$ cat src/rtl/mini_project_queue_pkg.sv
// Shared definitions for the queue monitor: widths, capacity, sensor FSM
// state encoding and the waiting-time table generator.
package mini_project_queue_pkg;

   localparam int CNT_W     = 3;
   localparam int WT_W      = 5;
   localparam int SERVICE_T = 3;
   localparam int TC_W      = 2;
   localparam int CAPACITY  = (2 ** CNT_W) - 1;
   localparam int ROM_IDX_W = TC_W + CNT_W;
   localparam int ROM_DEPTH = 2 ** ROM_IDX_W;

   typedef enum logic [1:0] {
      IDLE      = 2'd0,
      PULSE     = 2'd1,
      WAIT_HIGH = 2'd2
   } sensor_state_e;

   // Packed waiting-time table indexed by {Tcount, Pcount}; entry idx sits at
   // bits [idx*WT_W +: WT_W]. No tellers means no meaningful estimate, so 0.
   function automatic logic [ROM_DEPTH*WT_W-1:0] wait_rom_init();
      logic [ROM_DEPTH*WT_W-1:0] tbl;
      int tellers;
      int people;
      int entry;
      tbl = '0;
      for (int idx = 0; idx < ROM_DEPTH; idx++) begin
         tellers = idx >> CNT_W;
         people  = idx % (2 ** CNT_W);
         entry   = (tellers == 0) ? 0 : (SERVICE_T * people) / tellers;
         tbl[idx*WT_W +: WT_W] = entry[WT_W-1:0];
      end
      return tbl;
   endfunction

endpackage

$ cat src/rtl/mini_project_queue_sensor_edge_fsm.sv
// Falling-edge pulse generator for one active-low presence sensor.
// One single-cycle pulse is produced per 1->0 transition. After reset the
// FSM stays disarmed until it has seen a valid high level, so a sensor held
// low across reset release cannot produce a spurious pulse.
module queue_sensor_edge_fsm
   import mini_project_queue_pkg::*;
(
   input  logic clk,
   input  logic reset,
   input  logic sensor_i,
   input  logic sensor_vld_i,
   output logic pulse_o
);

   sensor_state_e state_q, state_d;
   logic          armed_q;

   // State register.
   always_ff @(posedge clk or posedge reset) begin
      if (reset) state_q <= IDLE;
      else       state_q <= state_d;
   end

   // Arm once a trustworthy high level has been observed.
   always_ff @(posedge clk or posedge reset) begin
      if (reset)                         armed_q <= 1'b0;
      else if (sensor_vld_i && sensor_i) armed_q <= 1'b1;
   end

   // Next-state and pulse decode.
   always_comb begin
      state_d = state_q;
      pulse_o = 1'b0;
      case (state_q)
         IDLE: begin
            if (!sensor_i && armed_q) state_d = PULSE;
         end
         PULSE: begin
            pulse_o = 1'b1;
            state_d = sensor_i ? IDLE : WAIT_HIGH;
         end
         WAIT_HIGH: begin
            if (sensor_i) state_d = IDLE;
         end
         default: state_d = IDLE;
      endcase
   end

endmodule

$ cat src/rtl/mini_project_queue.sv
// Single-lane queue monitor: entry/exit sensor edge detection, saturating
// occupancy counter with empty/full/hold flags, and a registered
// waiting-time lookup indexed by {Tcount, Pcount}.
// Optional: define MINI_PROJECT_QUEUE_SENSOR_SYNC_EN to put a 2-flop
// synchronizer (reset to 1) in front of each sensor FSM.
module mini_project_queue
   import mini_project_queue_pkg::*;
(
   input  logic            clk,
   input  logic            reset,
   input  logic            inx,
   input  logic            iny,
   input  logic [TC_W-1:0] Tcount,
   output logic [CNT_W-1:0] Pcount,
   output logic            empty_flag,
   output logic            full_flag,
   output logic            Hold,
   output logic [WT_W-1:0] Wtime
);

   localparam logic [CNT_W-1:0]          CAP_CNT  = CNT_W'(CAPACITY);
   localparam logic [ROM_DEPTH*WT_W-1:0] WAIT_ROM = wait_rom_init();

   logic            inx_s, iny_s, sens_vld;
   logic            pci, pco;
   logic [CNT_W-1:0] pcount_q, pcount_d;
   logic            hold_q, hold_d;
   logic [WT_W-1:0] wtime_q;
   logic [ROM_IDX_W-1:0] rom_idx;

`ifdef MINI_PROJECT_QUEUE_SENSOR_SYNC_EN
   logic [1:0] x_sync_q, y_sync_q, vld_sync_q;

   // Two-flop synchronizers; the valid pipe marks when real samples arrive.
   always_ff @(posedge clk or posedge reset) begin
      if (reset) begin
         x_sync_q   <= 2'b11;
         y_sync_q   <= 2'b11;
         vld_sync_q <= 2'b00;
      end else begin
         x_sync_q   <= {x_sync_q[0], inx};
         y_sync_q   <= {y_sync_q[0], iny};
         vld_sync_q <= {vld_sync_q[0], 1'b1};
      end
   end

   assign inx_s    = x_sync_q[1];
   assign iny_s    = y_sync_q[1];
   assign sens_vld = vld_sync_q[1];
`else
   assign inx_s    = inx;
   assign iny_s    = iny;
   assign sens_vld = 1'b1;
`endif

   queue_sensor_edge_fsm u_entry_fsm (
      .clk          (clk),
      .reset        (reset),
      .sensor_i     (inx_s),
      .sensor_vld_i (sens_vld),
      .pulse_o      (pci)
   );

   queue_sensor_edge_fsm u_exit_fsm (
      .clk          (clk),
      .reset        (reset),
      .sensor_i     (iny_s),
      .sensor_vld_i (sens_vld),
      .pulse_o      (pco)
   );

   // Saturating occupancy update; simultaneous entry and exit cancel out.
   always_comb begin
      pcount_d = pcount_q;
      hold_d   = hold_q;
      case ({pci, pco})
         2'b10: begin
            if (pcount_q != CAP_CNT) begin
               pcount_d = pcount_q + 1'b1;
               hold_d   = 1'b0;
            end else begin
               hold_d   = 1'b1;
            end
         end
         2'b01: begin
            if (pcount_q != '0) begin
               pcount_d = pcount_q - 1'b1;
               hold_d   = 1'b0;
            end else begin
               hold_d   = 1'b1;
            end
         end
         default: begin
            pcount_d = pcount_q;
            hold_d   = hold_q;
         end
      endcase
   end

   // Occupancy and hold registers.
   always_ff @(posedge clk or posedge reset) begin
      if (reset) begin
         pcount_q <= '0;
         hold_q   <= 1'b0;
      end else begin
         pcount_q <= pcount_d;
         hold_q   <= hold_d;
      end
   end

   assign rom_idx = {Tcount, pcount_q};

   // Registered waiting-time lookup from the current occupancy and tellers.
   always_ff @(posedge clk or posedge reset) begin
      if (reset) wtime_q <= '0;
      else       wtime_q <= WAIT_ROM[rom_idx*WT_W +: WT_W];
   end

   assign Pcount     = pcount_q;
   assign Hold       = hold_q;
   assign empty_flag = (pcount_q == '0);
   assign full_flag  = (pcount_q == CAP_CNT);
   // An empty queue never reports a wait, even while the lookup catches up.
   assign Wtime      = empty_flag ? '0 : wtime_q;

endmodule

$ cat config.mk
export PLATFORM = sky130hd
export DESIGN_NAME = mini_project_queue
export DESIGN_NICKNAME = d
export VERILOG_FILES = /design/src/rtl/mini_project_queue_pkg.sv /design/src/rtl/mini_project_queue_sensor_edge_fsm.sv /design/src/rtl/mini_project_queue.sv
export SDC_FILE = /design/constraint.sdc
export NUM_CORES = 1
export LEC_CHECK = 0
export ABC_CLOCK_PERIOD_IN_PS = 6360
export BUFFER_PORTS_ARGS = -buffer_cell sky130_fd_sc_hd__buf_2
export CAP_MARGIN = 20
export CORE_MARGIN = 10
export CORE_UTILIZATION = 35
export CTS_BUF_LIST = sky130_fd_sc_hd__clkbuf_8
export DETAILED_ROUTE_END_ITERATION = 16
export PLACE_DENSITY = 0.52
export SLEW_MARGIN = 20
export SYNTH_ARGS = -nofsm -noshare
export SYNTH_HDL_FRONTEND = slang
export SYNTH_HIERARCHICAL = 1
export SYNTH_SLANG_ARGS = --single-unit
export TNS_END_PERCENT = 30
$ cat constraint.sdc
create_clock -name clk -period 6.36 [get_ports clk]
set_clock_uncertainty 0.15 [all_clocks]
set_input_delay 1.272 -clock clk [delete_from_list [all_inputs] [get_ports clk]]
set_output_delay 1.272 -clock clk [all_outputs]
set_load 0.005 [all_outputs]
After elaboration in Yosys (flattened, before gate mapping)
Cells that the tools add are included.
{"block": "word_totals", "regBits": 15, "input_bits": 6, "out_inout_bits": 11, "word_cells": 54}
{"block": "classes", "n_addsub": 2, "shift": 1, "mux": 17, "eq_ne": 14, "n_reduce_logical": 12, "mul": 1}
{"operator": "160-bit by 9-bit variable part select with 5-bit output, first input constant", "n": 1}
{"operator": "2-bit 2-to-1 mux", "n": 6}
{"operator": "2-bit one-hot mux with 3 select lines", "n": 2}
{"operator": "5-bit by 3-bit multiplier with 8-bit output, second input constant", "n": 1}
{"operator": "2-bit != test, second input constant", "n": 4}
{"operator": "2-bit by 1-bit equality test with 1-bit output, second input constant", "n": 3}
{"operator": "2-bit equality test, second input constant", "n": 3}
{"operator": "3-bit 2-to-1 mux", "n": 2}
{"operator": "3-bit one-hot mux with 2 select lines", "n": 1}
{"operator": "5-bit 2-to-1 mux", "n": 1}
{"operator": "2-bit logical NOT", "n": 2}
{"operator": "1-bit 2-to-1 mux", "n": 4}
{"operator": "2-bit by 1-bit != test with 1-bit output, second input constant", "n": 2}
{"operator": "2-bit AND reduction", "n": 2}
{"operator": "3-bit by 1-bit adder with 3-bit output, second input constant", "n": 1}
{"operator": "3-bit equality test, second input constant", "n": 1}
{"operator": "3-bit logical NOT", "n": 1}
{"operator": "3-bit != test, second input constant", "n": 1}
{"operator": "3-bit AND reduction", "n": 1}
{"operator": "3-bit nonzero test", "n": 1}
{"operator": "3-bit by 1-bit subtractor with 3-bit output, second input constant", "n": 1}
{"operator": "1-bit logical AND", "n": 2}
{"operator": "1-bit logical NOT", "n": 2}
{"operator": "1-bit one-hot mux with 2 select lines", "n": 1}
{"operator": "2-bit nonzero test", "n": 1}

Logic depth before layout (Yosys ltp)
{"block": "depth", "depth_word": 5, "ltp_mapped": 8, "ltp_nobuf": 8}

Cells and area by module
Netlist, hierarchy kept.
{"module": "mini_project_queue", "cells_each": 72, "n_inst": 1, "area_per_inst_um2": 640.6, "seq_area_each_um2": 225.2}
{"module": "queue_sensor_edge_fsm", "cells_each": 9, "n_inst": 2, "area_per_inst_um2": 122.6, "seq_area_each_um2": 75.1}

Worst setup path before layout
OpenSTA, ideal clock, no wires.
{"block": "synth_path", "path_type": "flip-flop to output port", "startpoint": "register pcount_q[1] (netlist: Pcount[1])", "endpoint": "output port Wtime[0]", "setup_slack_ps": 3841, "path_stages_with_launch": 5, "path_buffers": 0, "arrival_time_ps": 1097, "required_time_ps": 4938, "path_cell_list": "dfrtp_1 -> inv_1 -> ha_1 -> nand2b_1 -> and2_1"}
{"block": "synth_between", "elab_chain_cells": 2}
{"item": "from (decl)", "line_no": "mini_project_queue.sv:26", "rtl": "logic [CNT_W-1:0] pcount_q, pcount_d;"}
{"item": "from (signal assigned)", "line_no": "mini_project_queue.sv:106", "rtl": "pcount_q <= pcount_d;"}
{"item": "3-bit logical NOT", "line_no": "mini_project_queue.sv:121", "rtl": "assign empty_flag = (pcount_q == '0);"}
{"item": "5-bit 2-to-1 mux", "line_no": "mini_project_queue.sv:124", "rtl": "assign Wtime = empty_flag ? '0 : wtime_q;"}
{"item": "to (decl)", "line_no": "mini_project_queue.sv:18", "rtl": "output logic [WT_W-1:0] Wtime"}
No other way between the ends.

Worst setup path after layout
{"block": "layout_path", "startpoint": "register pcount_q[1] (netlist: Pcount[1])", "endpoint": "output port Wtime[2]"}
The elaborated chain is that of the path after synthesis.

==> flow_metrics.env <==
export IMPL_area_delta_synth_final_pct=17.09
export IMPL_hold_viol_final=0
export IMPL_drt_wl_total_microns=1656
export IMPL_final_area_sq_um=1037
export IMPL_grt_overflow_total=0
export IMPL_period_needed_ns=3.008
export IMPL_cp_required_ns=4.94
export IMPL_dp_hpwl_microns=1330
export IMPL_post_cts_buffers=0
export IMPL_async_flop_share_pct=100.0
export IMPL_place_area_sq_um=991.0
export IMPL_critical_path_class="flip-flop to primary output"
export IMPL_clock_sinks=15
export IMPL_final_period_utilization_pct=47.30
export IMPL_hold_buffers=0
export IMPL_finish_utilization_pct=42.25
export IMPL_syn_avg_cell_area_sq_um=9.843
export IMPL_die_x_microns=70.31
export IMPL_setup_tns_ns=0
export IMPL_ys_seq_area_share_pct=42.37
export IMPL_htree_num_levels=1
export IMPL_ys_seq_elements=15
export IMPL_routedWlPerCell_microns=11.91
export IMPL_drtIter0Drc=13
export IMPL_crit_path_max_fanout=12
export IMPL_pre_cts_slack_ns=3.597
export IMPL_slew_viol_final=0
export IMPL_syn_area_sq_um=885.9
export IMPL_synth_edf_count=0
export IMPL_status="completed"
export IMPL_grt_pass1_vias=627
export IMPL_setup_slack_ns=3.352
export IMPL_grt_setup_unrepaired="no"
export IMPL_regArea_sq_um=375.4
export IMPL_io_buffers=16
export IMPL_final_cell_mix="16 x buf_2, 15 x dfrtp_1, 11 x inv_1"
export IMPL_dr_pass1_iters=4
export IMPL_placed_cells=135
export IMPL_grt_usage_pct=6.910
export IMPL_finalWeightedCongestion=0.7430
export IMPL_cts_resized=0
export IMPL_clk_path_buf_depth=2
export IMPL_grt_pass1_wl_microns=2863
export IMPL_synth_ff_type="dfrtp_1"
export IMPL_setup_violations_final=0
export IMPL_dieArea_sq_um=4944
export IMPL_ctsRootBufferMaster="clkbuf_8"
export IMPL_vias_per_cell=4.763
export IMPL_r2r_slack_ns=3.91
export IMPL_mostFrequentLayoutCell="buf_2"
export IMPL_drcViolationCount=0
export IMPL_yosysUniqueCellTypes=31
export IMPL_diodes=0
export IMPL_drive_above_1_share_pct=22.02
export IMPL_insertion_delay_ns=0.25
export IMPL_peakVddDrop_mv=0.1617
export IMPL_p_leak_nw=0.5147
export IMPL_hp_class="flip-flop to flip-flop"
export IMPL_pin_count=17
export IMPL_maxCapViolations=0
export IMPL_core_area_sq_um=2455
export IMPL_power_density_nw_per_um2=396.5
export IMPL_nNetsFinal=123
export IMPL_syn_inst=90
export IMPL_vias=662
export IMPL_grt_max_degree=15
export IMPL_hold_slack_ns=0.3020
export IMPL_cp_start_kind="flip-flop"
export IMPL_end_kind="primary output"
export IMPL_yosys_warnings=6
export IMPL_clk_pin_slew_ns=0.06
export IMPL_ant_nets=0
export IMPL_fmax_ghz=0.3325
export IMPL_cts_buffers=3
export IMPL_cts_tree="yes"
export IMPL_rows=18
export IMPL_crit_arrival_ns=1.59
export IMPL_total_power_mw=0.4113
export IMPL_die_y_microns=70.31
export IMPL_multi_input_area_sq_um=456.7
export IMPL_final_cells=139
export IMPL_antenna_found_initial=0
export IMPL_final_fill_count=253
export IMPL_start_util_pct=36.09
-- synth_stat cells (2+ instances only) --
cell       n  share of area, %
nor2_1     4               1.7
and2_1     6               4.2
and3_1     2               1.4
nand3_1    2               1.1
and2b_2    2               2.0
nand2_1    7               3.0
inv_1     11               4.7
a21oi_1    3               1.7
a31oi_1    2               1.4
a21o_1     2               1.7
dfrtp_1   15                42
ha_1       6               8.5
nor4b_2    2               3.4
a22o_1     2               2.0
a221oi_1   2               2.0
nand2b_1   2               1.4
o21ai_0    4               2.3
xnor2_1    3               3.0
-- logic make-up after synthesis --
group	after synthesis	synth area share, %
compound gates	19	14.41
other cells	1	0.4233
flops	15	42.37
fa+ha+maj	7	10.73
xor+xnor	3	2.967
simple gates	32	22.60
buf+inv	13	6.497
-- critical path, cell delays in order (launching register included) --
cell,delay (ns)
dfrtp_1,0.54
inv_1,0.13
ha_1,0.23
nand2b_1,0.19
and2_1,0.15
buf_2,0.10
-- where the power goes --
group	internal [mW]	switching [mW]	total [mW]	leakage, nW
clock	0.0433	0.0319	0.0752	0.0255
combinational	0.0904	0.0901	0.181	0.309
sequential	0.123	0.0324	0.156	0.180
total	0.257	0.154	0.411	0.515
-- worst paths after layout --
| kind | startpoint | end | cells past startpoint |
|---|---|---|---|
| worst max register to register | u_entry_fsm/state_q[1] | Pcount[2] | 8 |
| worst min register to register | u_exit_fsm/armed_q | u_exit_fsm/armed_q | 1 |
| max in group asynchronous | reset | wtime_q[1] | 2 |
| worst max-delay path | Pcount[1] | Wtime[2] | 5 |
| min in group asynchronous | reset | u_entry_fsm/state_q[1] | 2 |
| worst min-delay path | u_exit_fsm/armed_q | u_exit_fsm/armed_q | 1 |
-- state kept, by name, summed over array words and instances (netlist names) --
| signal | count |
|---|---|
| u_exit_fsm/armed_q | 1 |
| u_exit_fsm/state_q | 2 |
| Hold | 1 |
| wtime_q | 5 |
| Pcount | 3 |
| u_entry_fsm/state_q | 2 |
| u_entry_fsm/armed_q | 1 |
-- final cells by class --
| type | count | share of cell area, % |
|---|---|---|
| clock buffer | 3 | 3.981 |
| clock inverter | 1 | 0.4825 |
| inverter | 11 | 3.981 |
| multi-input combinational | 63 | 44.03 |
| sequential | 15 | 36.19 |
| tap | 30 | 3.619 |
| timing repair buffer | 16 | 7.720 |
-- layer usage --
layer | global-route usage [%] | share of wire [%] | up-vias
met1 | 9.069 | 48 | 305
li1 | - | - | 339
met3 | 2.542 | 7.2 | 4
met2 | 9.182 | 42 | 14
met5 | 0 | 0 | -
met4 | 4.167 | 2.2 | 0
Power figures use the tool's default switching activity.
